## config.mk

```make
export PLATFORM = sky130hd
export DESIGN_NAME = button_debounce_flat
export DESIGN_NICKNAME = d
export VERILOG_FILES = /design/src/rtl/button_pkg.sv /design/src/rtl/button_debounce_if.sv /design/src/rtl/button_debounce_ch.sv /design/src/rtl/button_debounce.sv /design/src/flat_wrapper.sv
export SDC_FILE = /design/constraint.sdc
export NUM_CORES = 1
export LEC_CHECK = 0
export ABC_AREA = 1
export CAP_MARGIN = 40
export CORE_ASPECT_RATIO = 0.7
export CORE_MARGIN = 8
export CORE_UTILIZATION = 33
export CTS_BUF_LIST = sky130_fd_sc_hd__clkbuf_4 sky130_fd_sc_hd__clkbuf_8
export CTS_CLUSTER_DIAMETER = 60
export CTS_CLUSTER_SIZE = 8
export DETAILED_ROUTE_END_ITERATION = 10
export HOLD_SLACK_MARGIN = 0.1
export PLACE_DENSITY = 0.58
export SYNTH_ARGS = -nofsm -noshare
export SYNTH_HDL_FRONTEND = slang
export SYNTH_SLANG_ARGS = --single-unit
```

## constraint.sdc

```tcl
create_clock -name i_clk -period 1.3 [get_ports i_clk]
set_clock_uncertainty 0.1 [all_clocks]
set_input_delay 0.195 -clock i_clk [delete_from_list [all_inputs] [get_ports i_clk]]
set_output_delay 0.195 -clock i_clk [all_outputs]
set_load 0.02 [all_outputs]
```

## src/rtl/button_pkg.sv

```systemverilog
// Shared constants for the active-low push-button conditioning path.
package button_pkg;

    localparam logic BTN_RELEASED = 1'b1;
    localparam logic BTN_PRESSED  = 1'b0;

    localparam int N_BTN_DEFAULT           = 4;
    localparam int DEBOUNCE_CYCLES_DEFAULT = 50000;  // 1 ms at 50 MHz
    localparam int DEBOUNCE_CYCLES_SIM     = 4;

endpackage

```

## src/rtl/button_debounce_if.sv

```systemverilog
// Button bundle: raw pins in, debounced level/pulses/toggle out. The debouncer sits on the slave side.
interface button_debounce_if
    import button_pkg::*;
#(
    parameter int N_BTN = N_BTN_DEFAULT
);

    logic [N_BTN-1:0] i_btn_n;
    logic [N_BTN-1:0] o_btn_n;
    logic [N_BTN-1:0] o_press;
    logic [N_BTN-1:0] o_release;
    logic [N_BTN-1:0] o_toggle;

    modport master (
        output i_btn_n,
        input  o_btn_n,
        input  o_press,
        input  o_release,
        input  o_toggle
    );

    modport slave (
        input  i_btn_n,
        output o_btn_n,
        output o_press,
        output o_release,
        output o_toggle
    );

endinterface

```

## src/rtl/button_debounce_ch.sv

```systemverilog
// One button channel: 2-flop synchroniser, stability counter, debounced level and press/release pulses.
// The toggle flop exists only when BUTTON_DEBOUNCE_TOGGLE_EN is defined; otherwise o_toggle is tied low.
module button_debounce_ch
    import button_pkg::*;
#(
    parameter int DEBOUNCE_CYCLES = DEBOUNCE_CYCLES_DEFAULT
) (
    input  logic i_clk,
    input  logic i_rst_n,
    input  logic i_btn_n,
    output logic o_btn_n,
    output logic o_press,
    output logic o_release,
    output logic o_toggle
);

    localparam int               CNT_W   = $clog2(DEBOUNCE_CYCLES);
    localparam logic [CNT_W-1:0] CNT_MAX = CNT_W'(DEBOUNCE_CYCLES - 1);

    logic             sync1_q;
    logic             sync2_q;
    logic             stable_q,  stable_d;
    logic [CNT_W-1:0] cnt_q,     cnt_d;
    logic             press_q,   press_d;
    logic             release_q, release_d;

    always_comb begin
        // NOTE: every signal driven here gets a default first, so no branch can leave one unassigned and infer a latch.
        stable_d  = stable_q;
        cnt_d     = '0;
        press_d   = 1'b0;
        release_d = 1'b0;
        if (sync2_q != stable_q) begin
            if (cnt_q == CNT_MAX) begin
                stable_d  = sync2_q;
                press_d   = (sync2_q == BTN_PRESSED);
                release_d = (sync2_q == BTN_RELEASED);
            end else begin
                cnt_d = cnt_q + CNT_W'(1);
            end
        end
    end

    // NOTE: non-blocking assignments make every flop sample pre-edge values, which is what keeps sync1 -> sync2 two real stages.
    always_ff @(posedge i_clk or negedge i_rst_n) begin
        if (!i_rst_n) begin
            sync1_q   <= BTN_RELEASED;
            sync2_q   <= BTN_RELEASED;
            stable_q  <= BTN_RELEASED;
            cnt_q     <= '0;
            press_q   <= 1'b0;
            release_q <= 1'b0;
        end else begin
            sync1_q   <= i_btn_n;
            sync2_q   <= sync1_q;
            stable_q  <= stable_d;
            cnt_q     <= cnt_d;
            press_q   <= press_d;
            release_q <= release_d;
        end
    end

    assign o_btn_n   = stable_q;
    assign o_press   = press_q;
    assign o_release = release_q;

`ifdef BUTTON_DEBOUNCE_TOGGLE_EN
    logic toggle_q;

    always_ff @(posedge i_clk or negedge i_rst_n) begin
        if (!i_rst_n) begin
            toggle_q <= 1'b0;
        end else begin
            toggle_q <= toggle_q ^ press_d;
        end
    end

    assign o_toggle = toggle_q;
`else
    assign o_toggle = 1'b0;
`endif

endmodule

```

## src/rtl/button_debounce.sv

```systemverilog
// button_debounce: N_BTN independent debounce channels for the board's active-low push-buttons.
// Define BUTTON_DEBOUNCE_TOGGLE_EN to build the per-channel toggle state driving o_toggle.
module button_debounce
    import button_pkg::*;
#(
    parameter int N_BTN           = N_BTN_DEFAULT,
    parameter int DEBOUNCE_CYCLES = DEBOUNCE_CYCLES_DEFAULT
) (
    input logic               i_clk,
    input logic               i_rst_n,
    button_debounce_if.slave  btn
);

    logic [N_BTN-1:0] level;
    logic [N_BTN-1:0] press;
    logic [N_BTN-1:0] rls;
    logic [N_BTN-1:0] toggle;

    for (genvar g = 0; g < N_BTN; g++) begin : g_ch
        button_debounce_ch #(
            .DEBOUNCE_CYCLES (DEBOUNCE_CYCLES)
        ) u_ch (
            .i_clk     (i_clk),
            .i_rst_n   (i_rst_n),
            .i_btn_n   (btn.i_btn_n[g]),
            .o_btn_n   (level[g]),
            .o_press   (press[g]),
            .o_release (rls[g]),
            .o_toggle  (toggle[g])
        );
    end

    assign btn.o_btn_n   = level;
    assign btn.o_press   = press;
    assign btn.o_release = rls;
    assign btn.o_toggle  = toggle;

endmodule
```

## src/flat_wrapper.sv

```systemverilog
// flat-port wrapper written by rule: the top's interface ports become plain ports
module button_debounce_flat import button_pkg::*;
#(
    parameter int N_BTN           = N_BTN_DEFAULT,
    parameter int DEBOUNCE_CYCLES = DEBOUNCE_CYCLES_DEFAULT
)
  (i_clk, i_rst_n, btn_i_btn_n, btn_o_btn_n, btn_o_press, btn_o_release, btn_o_toggle);
  button_debounce_if #(.N_BTN(N_BTN)) btn_i ();
  input logic i_clk;
  input logic i_rst_n;
  input wire logic [$bits(btn_i.i_btn_n)-1:0] btn_i_btn_n;
  output wire logic [$bits(btn_i.o_btn_n)-1:0] btn_o_btn_n;
  output wire logic [$bits(btn_i.o_press)-1:0] btn_o_press;
  output wire logic [$bits(btn_i.o_release)-1:0] btn_o_release;
  output wire logic [$bits(btn_i.o_toggle)-1:0] btn_o_toggle;
  assign btn_i.i_btn_n = btn_i_btn_n;
  assign btn_o_btn_n = btn_i.o_btn_n;
  assign btn_o_press = btn_i.o_press;
  assign btn_o_release = btn_i.o_release;
  assign btn_o_toggle = btn_i.o_toggle;
  button_debounce #(.N_BTN(N_BTN), .DEBOUNCE_CYCLES(DEBOUNCE_CYCLES)) u_core (.i_clk(i_clk), .i_rst_n(i_rst_n), .btn(btn_i));
endmodule
```

==> metrics <==
result of the run=finished with violations; violated checks=setup timing; area overhead of the layout relative to synthesis=50.62%; Setup crit end kind=register; DR pass1 iterations=5; Die Area=17,240 µm²; maximum fanout along the worst path=7; die width=roughly 150 µm; Power Dens Cells=about 800 nW/µm²; Max Freq=691.9 MHz; total number of vias=3,991; routability-driven placement congestion ratio=0.8496; type of the tightest min-delay check=in2reg; height of the chip=roughly 110 µm; worst slack on hold paths=0.1218 ns; kind of start point of the critical path=register; post-route design area=~6600 µm²; setup repair after global routing missed its margin=true; area after detailed placement=5155 µm²; pin count of the biggest net entering global routing=27; crit path buf inv count=1; post-detailed-route wirelength per cell=13.74 µm; class of the most critical setup path=reg2reg; clock edge transition at the registers on the reported setup and hold paths=approximately 0.090 ns; Tot GR Track Use=0.1288; Final #Nets=676; clock tree from TritonCTS=yes; port bufs=17; number of primary I/O pins=22; average size of a mapped cell=7.790 µm²; clock sink count=84; chain of cells forming the critical path=buf_6 -> nor2_4 -> or2_4 -> nand2_8 -> nor2_2; Hold Vio Cnt, Final=0; standard cell with the maximum stage delay on the critical path=sky130_fd_sc_hd__dfstp_2; LEAKAGE=2.924 nW; #FFs+latches synth=84; effective utilization at floorplan=0.3349; Ys Warns=0; CP peak stage delay=0.56 ns; number of maximum-capacitance violations=0; Crit path required time=1.47 ns; Max VDD drop=0.4530 mV; max-slew violation count=0; number of setup violations in the final report=72; per-cell via count in the routed design=4.768; level count of the clock H-tree=3; most common cell after layout, fill and taps aside=sky130_fd_sc_hd__nand2_1; ratio of final minimum period to clock period=1.112; Max clock buf depth=2; proportion of synthesized chip area in sequential cells=0.4844; row cnt=35; total CTS buffers=9; first-pass GRT wire length=18.17 mm; HPWL Detailed=7.237 mm; number of library cell types mapped by synthesis=31; vias in the first global route=3,786; diode insertion count for antenna repair=0; total congestion overflow=0; Tmin final=1.445 ns; core region area=13,050 µm²; insertion delay to the later sink of the worst-skew pair=0.38 ns; Root Buffer=sky130_fd_sc_hd__clkbuf_8; ratio of cells with drive above 1 in the final layout=0.4903; combined area of all synthesized cells=~4400 µm²; DRT antenna net count=0; remaining routing DRC violations=0; top library cells by usage in the layout, fill and taps aside=sky130_fd_sc_hd__nand2_1 (81), sky130_fd_sc_hd__buf_4 (75), sky130_fd_sc_hd__nor2_1 (67); cell type group with the largest total delay on the critical path=flip-flops; initial antenna violation count=0; worst path setup slack after routing=-0.1453 ns; number of fill cells in the layout=1,168; CP Data Arrival Time=1.62 ns; Post-Synthesis Cells=approximately 560; iteration-0 DRC count of the detailed router=189; drt total wl=about 12 mm
==> worst paths after layout <==
kind                                        startpoint                       endpoint  slack, ns  depth (start not counted)
max                        u_core.g_ch[3].u_ch.o_btn_n   u_core.g_ch[3].u_ch.cnt_q[4]      -0.15                          5
min                                     btn_i_btn_n[3]    u_core.g_ch[3].u_ch.sync1_q       0.12                          1
max reg2reg                u_core.g_ch[3].u_ch.o_btn_n   u_core.g_ch[3].u_ch.cnt_q[4]      -0.15                          5
min reg2reg                u_core.g_ch[1].u_ch.sync1_q    u_core.g_ch[1].u_ch.sync2_q       0.26                          0
max in group asynchronous                      i_rst_n    u_core.g_ch[1].u_ch.sync1_q       0.38                          3
min in group asynchronous                      i_rst_n  u_core.g_ch[2].u_ch.o_release       0.18                          2
==> area by class of cell <==
class | count | area [µm²] | area share
clock buffer | 9 | 123.9 | 0.01882
clock inverter | 7 | 83.83 | 0.01274
inverter | 66 | 282.8 | 0.04296
multi-input combinational | 398 | 2872 | 0.4362
sequential | 84 | 2130 | 0.3235
tap | 166 | 207.7 | 0.03155
timing repair buffer | 107 | 883.3 | 0.1342
==> worst reg2reg max path, delay by kind of cell (launching register included) <==
kind                   cells  cell delay, ns
buffers and inverters      1            0.13
flip-flops                 1            0.56
AND/OR/NAND/NOR            4            0.55
==> Yosys cell counts (all sizes together) <==
library cell / number / area (µm²)
nor2: 148 / 558.0
nand2: 108 / 427.9
dfrtp: 72 / 1802
inv: 66 / 247.7
nand3: 52 / 277.8
buf: 19 / 135.1
xor2: 17 / 148.9
nor3: 13 / 81.33
dfstp: 12 / 315.3
a21oi: 11 / 55.05
nand4: 9 / 56.30
xnor2: 9 / 78.83
o21bai: 6 / 45.04
a31oi: 4 / 25.02
ha: 4 / 50.05
or2: 4 / 25.03
o21ai: 3 / 15.01
a21o: 1 / 7.510
conb: 1 / 3.750
nand3b: 1 / 7.510
nor3b: 1 / 7.510
==> routing by layer <==
metal | wire, µm | GRT usage
met1 | 5152 | 0.1677
met2 | 5621 | 0.2042
met3 | 623 | 0.04376
met4 | 106 | 0.02733
met5 | 0 | 0
==> repair_timing <==
action | 4_1_cts | 5_1_grt
endpoints found under the setup margin | 87 | 82
buffers inserted | 8 | 18
hold buffers | 1 | 1
gates resized for setup | 155 | 179
endpoints found under the hold margin | 75 | 1
pin swaps | 38 | 60
cloned | 3 | 0
==> report_power, final <==
| part | switching, mW | internal (mW) |
|---|---|---|
| clock | 1.07 | 0.921 |
| sequential | 0.0533 | 2.67 |
| combinational | 0.258 | 0.186 |
| total | 1.38 | 3.77 |
==> per-stage QoR <==
stage               utilization  worst slack, ns  TNS [ns]  total power, mW  cells
floorplan                     -         0.007444         0            2.885    564
global placement         0.3950          -0.1273    -3.853            3.027    790
detailed placement       0.3950          -0.1354    -5.528            3.036    790
CTS                      0.4428         -0.08428    -3.092            5.096    818
global route             0.5044          -0.2408    -10.68            5.380    837
finish                   0.5044          -0.1453    -5.640            5.157    837
==> state kept, by name, indices dropped and copies added (netlist names) <==
name and flops:
u_core.g_ch.u_ch.sync1_q 4, u_core.g_ch.u_ch.o_press 4, u_core.g_ch.u_ch.o_release 4, u_core.g_ch.u_ch.sync2_q 4, u_core.g_ch.u_ch.o_btn_n 4, u_core.g_ch.u_ch.cnt_q 64
==> logic make-up after synthesis <==
logic type,Yosys count,share of synthesized area
simple gates,336,0.3298
other cells,1,0.0008580
fa+ha+maj,4,0.01145
flops,84,0.4844
xor+xnor,26,0.05210
compound gates,25,0.03378
buf+inv,85,0.08760
No activity file was read; power rests on OpenSTA's default activity.
